`config.mk`:
```
export PLATFORM = sky130hd
export DESIGN_NAME = lif_neuron_array_flat
export DESIGN_NICKNAME = d
export VERILOG_FILES = /design/src/rtl/lif_if.sv /design/src/rtl/lif_neuron_array.sv /design/src/flat_wrapper.sv
export SDC_FILE = /design/constraint.sdc
export NUM_CORES = 1
export LEC_CHECK = 0
export ABC_CLOCK_PERIOD_IN_PS = 4450
export CORE_MARGIN = 2
export CORE_UTILIZATION = 25
export CTS_BUF_LIST = sky130_fd_sc_hd__clkbuf_16
export DETAILED_ROUTE_END_ITERATION = 8
export PLACE_DENSITY = 0.47
export SYNTH_ARGS = -nofsm -noshare
export SYNTH_HDL_FRONTEND = slang
export SYNTH_SLANG_ARGS = --single-unit
export TNS_END_PERCENT = 100
```
`constraint.sdc`:
```
create_clock -name clk -period 4.45 [get_ports clk]
set_input_delay 0.6675 -clock clk [delete_from_list [all_inputs] [get_ports clk]]
set_output_delay 0.6675 -clock clk [all_outputs]
set_load 0.005 [all_outputs]
```
`src/rtl/lif_if.sv`:
```
// Bus bundle for the LIF neuron array: step control, input currents, threshold,
// probe select, and the spike, membrane-probe and spike-count outputs.
interface lif_if #(
  parameter int N = 4,
  parameter int W = 8
) ();
  localparam int VW = (N > 1) ? $clog2(N) : 1;

  logic           en;
  logic [N*W-1:0] cur_in;
  logic [W-1:0]   thresh;
  logic [VW-1:0]  vsel;
  logic [N-1:0]   spike;
  logic [W-1:0]   vmem;
  logic [15:0]    spike_cnt;

  modport master (output en, cur_in, thresh, vsel, input spike, vmem, spike_cnt);
  modport slave  (input en, cur_in, thresh, vsel, output spike, vmem, spike_cnt);
endinterface

```
`src/rtl/lif_neuron_array.sv`:
```
// N parallel leaky integrate-and-fire neurons with shift leak, saturating sum and refractory timer.
// Define LIF_SPIKE_COUNT_EN to build the saturating 16-bit total spike counter.
module lif_neuron_array #(
  parameter int N          = 4,
  parameter int W          = 8,
  parameter int LEAK_SHIFT = 3,
  parameter int REFRAC     = 2
) (
  input logic  clk,
  input logic  rst_n,
  lif_if.slave bus
);
  localparam int VW = (N > 1) ? $clog2(N) : 1;

  logic [W-1:0] v_q  [N];
  logic [W-1:0] v_d  [N];
  logic [7:0]   rc_q [N];
  logic [7:0]   rc_d [N];
  logic [N-1:0] spike_q, spike_d;

  always_comb begin
    logic [W:0]   sum;
    logic [W-1:0] sat;
    for (int i = 0; i < N; i++) begin
      sum        = '0;
      sat        = '0;
      v_d[i]     = v_q[i];
      rc_d[i]    = rc_q[i];
      spike_d[i] = 1'b0;
      if (bus.en) begin
        if (rc_q[i] != 8'd0) begin
          v_d[i]  = '0;
          rc_d[i] = rc_q[i] - 8'd1;
        end else begin
          // leak never exceeds v, so the subtraction cannot underflow
          sum = {1'b0, v_q[i] - (v_q[i] >> LEAK_SHIFT)} + {1'b0, bus.cur_in[i*W +: W]};
          sat = sum[W] ? {W{1'b1}} : sum[W-1:0];
          if (sat >= bus.thresh) begin
            spike_d[i] = 1'b1;
            v_d[i]     = '0;
            rc_d[i]    = 8'(REFRAC);
          end else begin
            v_d[i] = sat;
          end
        end
      end
    end
  end

  always_ff @(posedge clk or negedge rst_n) begin
    if (!rst_n) begin
      spike_q <= '0;
      for (int i = 0; i < N; i++) begin
        v_q[i]  <= '0;
        rc_q[i] <= '0;
      end
    end else begin
      spike_q <= spike_d;
      for (int i = 0; i < N; i++) begin
        v_q[i]  <= v_d[i];
        rc_q[i] <= rc_d[i];
      end
    end
  end

  always_comb begin
    bus.vmem = '0;
    for (int i = 0; i < N; i++) begin
      if (bus.vsel == VW'(i)) bus.vmem = v_q[i];
    end
  end

  assign bus.spike = spike_q;

`ifdef LIF_SPIKE_COUNT_EN
  logic [15:0] cnt_q, cnt_d, pop;
  logic [16:0] cnt_sum;

  always_comb begin
    pop = '0;
    for (int i = 0; i < N; i++) pop = pop + 16'(spike_d[i]);
    cnt_sum = {1'b0, cnt_q} + {1'b0, pop};
    cnt_d   = cnt_sum[16] ? 16'hFFFF : cnt_sum[15:0];
  end

  always_ff @(posedge clk or negedge rst_n) begin
    if (!rst_n) cnt_q <= '0;
    else        cnt_q <= cnt_d;
  end

  assign bus.spike_cnt = cnt_q;
`else
  assign bus.spike_cnt = '0;
`endif
endmodule

```
`src/flat_wrapper.sv`:
```
// flat-port wrapper written by rule: the top's interface ports become plain ports
module lif_neuron_array_flat 
#(
  parameter int N          = 4,
  parameter int W          = 8,
  parameter int LEAK_SHIFT = 3,
  parameter int REFRAC     = 2
)
  (clk, rst_n, bus_en, bus_cur_in, bus_thresh, bus_vsel, bus_spike, bus_vmem, bus_spike_cnt);
  lif_if #(.N(N), .W(W)) bus_i ();
  input logic clk;
  input logic rst_n;
  input wire logic [$bits(bus_i.en)-1:0] bus_en;
  input wire logic [$bits(bus_i.cur_in)-1:0] bus_cur_in;
  input wire logic [$bits(bus_i.thresh)-1:0] bus_thresh;
  input wire logic [$bits(bus_i.vsel)-1:0] bus_vsel;
  output wire logic [$bits(bus_i.spike)-1:0] bus_spike;
  output wire logic [$bits(bus_i.vmem)-1:0] bus_vmem;
  output wire logic [$bits(bus_i.spike_cnt)-1:0] bus_spike_cnt;
  assign bus_i.en = bus_en;
  assign bus_i.cur_in = bus_cur_in;
  assign bus_i.thresh = bus_thresh;
  assign bus_i.vsel = bus_vsel;
  assign bus_spike = bus_i.spike;
  assign bus_vmem = bus_i.vmem;
  assign bus_spike_cnt = bus_i.spike_cnt;
  lif_neuron_array #(.N(N), .W(W), .LEAK_SHIFT(LEAK_SHIFT), .REFRAC(REFRAC)) u_core (.clk(clk), .rst_n(rst_n), .bus(bus_i));
endmodule
```
== After elaboration in Yosys (flattened, before gate mapping) ==
Cells that the tools add are included.

* Eq/ne operators: 3
* Reductions and logical operators: 13
* Order comparisons: 4
* Add/subtract/negate cells: 12
* Muxes and demuxes: 36

{| class="wikitable"
|+ Operators by type and width
! cell !! count
|-
| 8-bit two-way mux || 24
|-
| 8-bit by 8-bit adder with 9-bit output || 4
|-
| 8-bit greater-or-equal comparator || 4
|-
| 8-bit nonzero test || 4
|-
| 8-bit by 1-bit subtractor with 8-bit output, second input constant || 4
|-
| 8-bit by 5-bit subtractor with 8-bit output || 4
|-
| 1-bit two-way mux || 12
|-
| 2-bit AND reduction || 4
|-
| 2-bit nonzero test || 4
|-
| 2-bit == test, second input constant || 2
|-
| 2-bit by 1-bit == test with 1-bit output, second input constant || 1
|-
| 2-bit logical NOT || 1
|}

* Output and inout bits: 28
* Word-level logic and storage cells: 77
* Register bits: 68

== Longest topological paths before layout ==
Gate-level depths: netlist (run 1).

* Depth after elaboration: 7
* Mapped depth: 20

== Least setup slack after synthesis (run 1) ==
Ideal clock, no wire load.

* Path kind: flip-flop to flip-flop
* Start point: register u_core.v_q[4] (netlist name)
* End point: register u_core.rc_q[1] (netlist name)
* Setup slack: 0.217 ns
* Period minus slack after synthesis: 4.233 ns
* Setup time: 0.079 ns
* Cell stages (with the launch flop): 19
* Arrival: 4.153 ns
* Path through: dfrtp_1 -> inv_1 -> ha_1 -> nor2b_1 -> o21a_1 -> o21ai_0 -> a21oi_1 -> a211o_1 -> ha_1 -> a21o_1 -> a31oi_2 -> o21ai_2 -> or4_4 -> ha_1 -> nand3_1 -> o221ai_1 -> and2_1 -> a311oi_1 -> mux2i_1

* Cells in the longest elaborated chain, start to end: 6

{| class="wikitable"
|+ RTL lines
! item !! line !! source
|-
| from (decl) || lif_neuron_array.sv:15 || <nowiki>logic [W-1:0] v_q [N];</nowiki>
|-
| from (signal, indexed assignment) || lif_neuron_array.sv:60 || <nowiki>v_q[i] <= v_d[i];</nowiki>
|-
| 8-bit by 5-bit subtractor with 8-bit output || lif_neuron_array.sv:36 || <nowiki>sum = {1'b0, v_q[i] - (v_q[i] >> LEAK_SHIFT)} + {1'b0, bus.cur_in[i*W +: W]};</nowiki>
|-
| 8-bit by 8-bit adder with 9-bit output || lif_neuron_array.sv:36 ||
|-
| 8-bit two-way mux || lif_neuron_array.sv:37 || <nowiki>sat = sum[W] ? {W{1'b1}} : sum[W-1:0];</nowiki>
|-
| 8-bit greater-or-equal comparator || lif_neuron_array.sv:38 || <nowiki>if (sat >= bus.thresh) begin</nowiki>
|-
| 2-bit nonzero test (no source line) || - ||
|-
| 2-bit AND reduction (no source line) || - ||
|-
| to (signal, indexed assignment) || lif_neuron_array.sv:61 || <nowiki>rc_q[i] <= rc_d[i];</nowiki>
|-
| to (decl) || lif_neuron_array.sv:17 || <nowiki>logic [7:0] rc_q [N];</nowiki>
|}

No other way between the ends.
A chain may end at the register's enable or synchronous reset.

== Worst setup path after layout (run 1) ==
* Start point: register u_core.v_q[20] (netlist name)
* End point: register u_core.v_q[20] (netlist name)

* Cells in the longest elaborated chain, start to end: 6

{| class="wikitable"
|+ RTL lines
! item !! line !! source
|-
| 8-bit by 5-bit subtractor with 8-bit output * || lif_neuron_array.sv:36 ||
|-
| 8-bit by 8-bit adder with 9-bit output * || lif_neuron_array.sv:36 ||
|-
| 8-bit two-way mux * || lif_neuron_array.sv:37 ||
|-
| 8-bit greater-or-equal comparator || lif_neuron_array.sv:38 ||
|-
| 8-bit two-way mux * || lif_neuron_array.sv:38 ||
|-
| 8-bit two-way mux * || lif_neuron_array.sv:31 || <nowiki>if (rc_q[i] != 8'd0) begin</nowiki>
|}

Every way passes the cells marked *; elsewhere a longest branch is shown, timed or not.

==> results of run 1 <==
## state kept, by name, indices dropped and copies added (netlist names)
register,count
u_core.bus.spike,4
u_core.rc_q,32
u_core.v_q,32
## path summary, 6_finish.rpt
kind	endpoint	from	slack (ns)	depth (start not counted)
min	u_core.bus.spike[0]	rst_n	0.45	1
max in group asynchronous	u_core.rc_q[0]	rst_n	3.00	2
max reg2reg	u_core.v_q[20]	u_core.v_q[20]	0.23	17
max	u_core.v_q[20]	u_core.v_q[20]	0.23	17
min in group clk	u_core.rc_q[24]	u_core.rc_q[24]	0.49	1
min reg2reg	u_core.rc_q[24]	u_core.rc_q[24]	0.49	1
## kinds of logic (layout without fill, tap and decap cells)
logic type	Yosys count	count (layout)	share of synthesized area, %
buffers and inverters	96	189	6.36
xor gates and xnor gates	24	24	3.16
AOI/OAI and AO/OA	198	198	21.1
adders and majority gates	99	99	19.5
muxes	28	28	5.89
DFF	68	68	25.6
other	1	17	0.0564
and+or+nand+nor	245	245	18.4
## layer usage
layer	track usage (%)	vias up	wire [microns]
met4	4.50	0	432
met5	0	-	0
met3	1.58	21	397
met2	23.2	68	8810
li1	-	2957	-
met1	17.6	2775	8740
## layout by cell type, fill, tap and decap left out, types with 6 or more instances in the layout
cell type	count
a211o_1	6
a21o_1	19
a21oi_1	38
a22o_1	11
a31o_2	13
and3_1	8
buf_4	54
clkbuf_16	9
clkdlybuf4s50_1	54
conb_1	16
dfrtp_1	68
fa_1	8
ha_1	91
inv_1	66
mux2_2	9
mux2i_1	11
mux4_2	8
nand2_1	53
nand2b_1	8
nand3_1	27
nand4_1	7
nor2_1	61
nor2b_1	14
nor3_1	32
o211ai_1	8
o21a_1	16
o21ai_0	30
xnor2_1	22
## repair_timing
item | CTS | global route
setup endpoints to repair | 2 | 39
resized for setup | 3 | 20
pin swaps | 0 | 2
buffers inserted | 0 | 0
## cell type report
cell class                      instances  area, sq um
Sequential cell                        68         1700
Timing Repair Buffer                  110          956
Clock inverter                          6         25.0
Clock buffer                            9          225
Multi-Input combinational cell        610         4670
Tap cell                              335          419
Antenna cell                            1         2.50
Fill cell                            2744        17800
Inverter                               64          240
## through the flow
step                setup WS, ns  area (sq um)  util [%]
global placement          -0.113          7900      30.3
CTS                       0.0118          8160      31.3
global route             -0.0367          8240      31.6
floorplan                  0.218          6710         -
finish                     0.227          8240      31.6
detailed placement        -0.137          7900      30.3
## power by group through the flow
| stage | Sequential [W] | Combinational (W) | Clock [W] |
|---|---|---|---|
| floorplan | 0.000907 | 0.00178 | 0 |
| global placement | 0.000939 | 0.00252 | 0 |
| detailed placement | 0.000939 | 0.00253 | 0 |
| CTS | 0.000930 | 0.00255 | 0.000645 |
| global route | 0.000958 | 0.00294 | 0.000672 |
| finish | 0.000930 | 0.00258 | 0.000626 |
## worst max-delay path: cells and delay by family (launching register included)
family,cells,cell delay [ns]
AO/OA/AOI/OAI,6,1.37
multiplexers,1,0.37
flip-flops,1,0.37
adder cells (fa/ha/maj),3,0.91
buffers and inverters,3,0.48
AND/OR/NAND/NOR,4,0.61
==> Flow_metrics.wiki, run 1 <==
{| class="wikitable"
! Metric !! Value
|-
| Final TNS setup || 0 ns
|-
| Number of slew-limit violations in the final report || 0
|-
| Area of the mapped netlist || 0.00665 sq mm
|-
| I/O pin count || 73
|-
| Peak fanout along the critical path || 7
|-
| Clk_skew || 0.00592 ns
|-
| Critical path class || reg -> reg
|-
| Final layout net count || between 1000 and 1500
|-
| Detailed-route via count || 5821
|-
| Reported max-cap violation count || 0
|-
| Count of final hold-check violations || 0
|-
| Area fraction of the dominant cell type after synthesis || 25.6%
|-
| Clock buffer depth || 2
|-
| Startpoint type of the worst setup path || flop
|-
| Synth area leaders || dfrtp_1 (26%), ha_1 (17%), inv_1 (3.6%)
|-
| Proportion of layout cells with a drive suffix above 1 || 14.4%
|-
| Fmax || between 0.2 and 0.25 GHz
|-
| Net Sw Frac || 44.3%
|-
| Cell with the largest stage delay on the worst path || dfrtp_1
|-
| Power share of the clock group || 15.1%
|-
| CP Cell Sequence || buf_4 -> ha_1 -> nor3_1 -> mux2_2 -> a311o_1 -> ha_1 -> a21o_1 -> o31ai_4 -> o21ai_0 -> buf_4 -> ha_1 -> nand2_1 -> nor3_1 -> a21oi_1 -> and2_1 -> buf_4 -> a31o_2
|-
| Number of detailed-routing iterations run before antenna repair || 4
|-
| Area of the die || 0.0279 sq mm
|-
| Sequential share of power || 22.5%
|-
| Ys flop type || dfrtp_1
|-
| Final hold slack || ~0.45 ns
|-
| Leakage power of the design || 3.85 nW
|-
| Worst min path class || in -> async
|-
| Most frequent cells after synthesis || ha_1 (91), dfrtp_1 (68), inv_1 (64)
|-
| Post-cts hold buffer count || 0
|-
| Sequential share of the synthesized area || 25.6%
|-
| Worst Max-Slew Pin Slew || approximately 0.86 ns
|-
| Gpl congestion || 0.831
|-
| Endpoints failing setup || 0
|-
| Critical path capture point type || flop
|-
| Worst-skew pair later-pin latency || 0.34 ns
|-
| Relative max-transition margin || roughly 43%
|-
| Wire length of the first global-routing pass || 30200 microns
|-
| Largest net degree at the start of global routing || 39
|-
| Gate count of the mapped netlist || 759
|-
| Placed insts || 1187
|-
| Number of antenna violations at the first check in global routing || 1
|-
| Number of synthesized register bits || 68
|-
| Cell Pwr Density || 503 mW/mm^2
|-
| Internal power component || 0.00231 W
|-
| Clock transition at path regs || 0.06 ns
|-
| Number of synthesized flops with an enable pin || 0
|-
| Net Switching || 0.00183 W
|-
| Clk sinks || 68
|-
| Cell taking the most area after synthesis || dfrtp_1
|-
| Placement row count || 59
|-
| Initial cell density of the core || roughly a quarter
|-
| Cell with the most instances after synthesis || ha_1
|-
| WL final || around 18000 microns
|-
| Count of buffers inserted at the top-level ports || between 50 and 60
|-
| Average wire per standard cell || around 15 microns
|-
| Post-route clock period utilization || 94.9%
|-
| Combinational share of power || 62.4%
|-
| Number of remaining DRC errors || 0
|-
| Mean post-synth cell area || 8.76 sq um
|-
| Cts bufs inserted || 9
|-
| CTS tree || done
|-
| Final critical delay including setup and external delays || between 4 and 5 ns
|-
| Die span in y || 167 microns
|-
| Largest voltage drop on the vdd net || 0.248 mV
|-
| Worst endpoint required time || 4.68 ns
|-
| Die X || 167 microns
|-
| Final Total Pwr || 0.00414 W
|-
| Vias in the first global route || 5769
|-
| Final Non-Filler Cells || between 1000 and 1500
|-
| Unrepaired setup endpoints after global routing || true
|-
| YS warnings || 0
|-
| Depth of the CTS H-tree || 3
|-
| Distinct cell type count after synthesis || 63
|-
| Peak per-stage delay on the critical path || 0.37 ns
|-
| Core outline area || 0.0261 sq mm
|-
| Root cell of the clock tree || clkbuf_16
|-
| FFs w/ async S/R, synth || 100%
|-
| Area growth from synthesis to layout || 23.8%
|-
| DRC violation total after the first TritonRoute iteration || 233
|-
| Arrival time of data at the critical path endpoint || between 4 and 5 ns
|-
| Via-per-instance ratio || ~4.8
|-
| Remaining antenna violation count || 0
|-
| Placed wire-length estimate after detailed placement || ~15000 microns
|-
| Run status || complete, no violations
|-
| GRT Residual Overflow || 0
|-
| Total global-route track usage || 13.5%
|}
No activity file was read; power rests on OpenSTA's default activity.
==> run 2: changes to the inputs <==
--- a/config.mk
+++ b/config.mk
@@ -6,7 +6,6 @@
 export NUM_CORES = 1
 export LEC_CHECK = 0
 export ABC_CLOCK_PERIOD_IN_PS = 4450
-export CORE_MARGIN = 2
 export CORE_UTILIZATION = 25
 export CTS_BUF_LIST = sky130_fd_sc_hd__clkbuf_16
 export DETAILED_ROUTE_END_ITERATION = 8
==> Flow_metrics.wiki, run 2 (same netlist as run 1, synthesis figures left out) <==
{| class="wikitable"
! Metric !! Value
|-
| Worst Max-Slew Pin Slew || 0.841 ns (-0.0172 ns)
|-
| Final Total Pwr || 0.00426 W (+2.9%)
|-
| Vias in the first global route || 5563 (-3.6%)
|-
| Clk_skew || 0.00651 ns (+0.000591 ns)
|-
| Initial cell density of the core || 25.5% (unchanged)
|-
| Number of slew-limit violations in the final report || 0 (unchanged)
|-
| Core outline area || 0.0261 sq mm (unchanged)
|-
| Arrival time of data at the critical path endpoint || 4.44 ns (about the same)
|-
| R2R Path Start || u_core.v_q[20]
|-
| Worst-skew pair later-pin latency || 0.34 ns (about the same)
|-
| Startpoint type of the worst setup path || flop
|-
| Fmax || 0.237 GHz (about the same)
|-
| Proportion of layout cells with a drive suffix above 1 || 15.3% (+0.89 points)
|-
| Count of buffers inserted at the top-level ports || 56 (unchanged)
|-
| Unrepaired setup endpoints after global routing || false
|-
| Commonest cells after routing, fill and taps aside || ha_1 (89), dfrtp_1 (68), inv_1 (64)
|-
| Critical path capture point type || flop
|-
| Cell Pwr Density || 513 mW/mm^2 (+2.0%)
|-
| Wire length of the first global-routing pass || 29100 microns (-3.6%)
|-
| Run status || complete, no violations
|-
| Final critical delay including setup and external delays || 4.22 ns (-0.00265 ns)
|-
| Remaining antenna violation count || 0 (unchanged)
|-
| Cts bufs inserted || 9 (unchanged)
|-
| Post-cts hold buffer count || 0 (unchanged)
|-
| Destination of the worst register-to-register timing path || u_core.v_q[21]
|-
| Average wire per standard cell || 15.2 microns (-0.32%)
|-
| I/O pin count || 73 (unchanged)
|-
| Leakage power of the design || 3.87 nW (+0.59%)
|-
| Root cell of the clock tree || clkbuf_16
|-
| Die X || 165 microns (-1.2%)
|-
| Clock buffer depth || 2 (unchanged)
|-
| Cell count of the worst reg-to-reg path || 17 (unchanged)
|-
| Clock transition at path regs || 0.06 ns (about the same)
|-
| Number of antenna violations at the first check in global routing || 2 (+1)
|-
| Post-route clock period utilization || 94.8% (about the same)
|-
| Area of the die || 0.0273 sq mm (-2.4%)
|-
| Peak fanout along the critical path || 7 (unchanged)
|-
| Via-per-instance ratio || 4.83 (-0.21%)
|-
| Relative max-transition margin || 43.9% (+1.1 points)
|-
| Final layout net count || 1011 (+0.40%)
|-
| Largest net degree at the start of global routing || 40 (+2.6%)
|-
| Placed wire-length estimate after detailed placement || 14800 microns (-1.3%)
|-
| CTS tree || done
|-
| Final TNS setup || 0 ns (unchanged)
|-
| Capture point of the critical path || u_core.v_q[21]
|-
| Reported max-cap violation count || 0 (unchanged)
|-
| Die span in y || 165 microns (-1.2%)
|-
| Placement row count || 59 (unchanged)
|-
| Final hold slack || 0.387 ns (-0.0619 ns)
|-
| Number of detailed-routing iterations run before antenna repair || 5 (+1)
|-
| Number of remaining DRC errors || 0 (unchanged)
|-
| Critical path class || reg -> reg
|-
| Worst min path class || in -> async
|-
| Area growth from synthesis to layout || 24.9%
|-
| Depth of the CTS H-tree || 3 (unchanged)
|-
| Worst Setup SP || u_core.v_q[20]
|-
| Endpoints failing setup || 0 (unchanged)
|-
| DRC violation total after the first TritonRoute iteration || 329 (+41%)
|-
| Gpl congestion || 0.805 (-3.2%)
|-
| Count of final hold-check violations || 0 (unchanged)
|-
| Commonest non-fill, non-tap cell in the layout || ha_1
|-
| Largest voltage drop on the vdd net || 0.257 mV (+3.7%)
|-
| Total global-route track usage || 14.0% (+0.49 points)
|-
| WL final || 18400 microns (about the same)
|-
| Clk sinks || 68 (unchanged)
|-
| Worst endpoint required time || 4.67 ns (about the same)
|-
| Detailed-route via count || 5823 (+0.034%)
|-
| Flop-to-flop setup slack || 0.23 ns (about the same)
|-
| GRT Residual Overflow || 0 (unchanged)
|}
==> run 2: what timing repair did <==
action / CTS / global route
endpoints found under the hold margin: 0 / 0
buffers inserted: 0 / 3
pin swaps: 0 / 8
endpoints found under the setup margin: 1 / 40
cloned: 0 / 0
resized for setup: 2 / 26
==> run 2: critical path, cell delays in order, from the launching register on <==
cell     delay (ns)
dfrtp_1        0.37
buf_4          0.16
ha_1           0.26
nor3_1         0.22
mux2_2         0.37
a311o_1        0.33
ha_1           0.34
a21o_1         0.23
o31ai_4        0.34
o21ai_1        0.12
buf_4          0.16
ha_1           0.29
nand2_1        0.07
nor3_1         0.18
a21oi_1        0.12
and2_1         0.15
buf_4          0.16
a31o_2         0.24
==> run 2: metrics by stage <==
step / cell area, sq um / cells / worst slack, ns / utilization (%)
global placement: 7910 / 1188 / -0.0658 / 30.3
finish: 8310 / 1206 / 0.230 / 31.9
global route: 8310 / 1205 / 0.000701 / 31.9
CTS: 8180 / 1201 / 0.0370 / 31.4
detailed placement: 7910 / 1188 / -0.0418 / 30.3
floorplan: 6710 / 774 / 0.218 / -
==> run 2: layout make-up <==
class	instances	area [sq um]
Clock buffer	9	225
Antenna cell	2	5.00
Multi-Input combinational cell	610	4690
Timing Repair Buffer	114	986
Clock inverter	4	43.8
Inverter	64	240
Sequential cell	68	1700
Tap cell	335	419
Fill cell	2747	17800
==> run 2: worst min path at each step <==
| stage | start | to | slack [ns] |
|---|---|---|---|
| detailed placement | u_core.rc_q[24] | u_core.rc_q[24] | 0.50 |
| global placement | u_core.rc_q[24] | u_core.rc_q[24] | 0.49 |
| floorplan | rst_n | u_core.bus.spike[0] | 0.37 |
| CTS | rst_n | u_core.rc_q[28] | 0.41 |
| global route | rst_n | u_core.bus.spike[0] | 0.44 |
| finish | rst_n | u_core.rc_q[26] | 0.39 |
==> run 2: report_power, final <==
part	switching [W]	total, W	internal [W]
registers	0.000155	0.000929	0.000774
clock network	0.000265	0.000685	0.000420
logic	0.00143	0.00265	0.00121
total	0.00185	0.00426	0.00241
==> run 2: layer usage <==
metal  vias up  global-route usage, %  part of all wire, %
met5         -                      0                    0
met4         0                   5.63                  2.1
met3        16                   1.45                  2.9
met2        87                   24.0                   49
met1      2751                   17.9                   46
li1       2969                      -                    -
==> run 3: changes to the inputs <==
--- a/config.mk
+++ b/config.mk
@@ -10,6 +10,7 @@
 export CTS_BUF_LIST = sky130_fd_sc_hd__clkbuf_16
 export DETAILED_ROUTE_END_ITERATION = 8
 export PLACE_DENSITY = 0.47
+export SLEW_MARGIN = 5
 export SYNTH_ARGS = -nofsm -noshare
 export SYNTH_HDL_FRONTEND = slang
 export SYNTH_SLANG_ARGS = --single-unit
==> results of run 3 <==
Same layout as run 2: the final DEF is identical, and so are final timing and power.
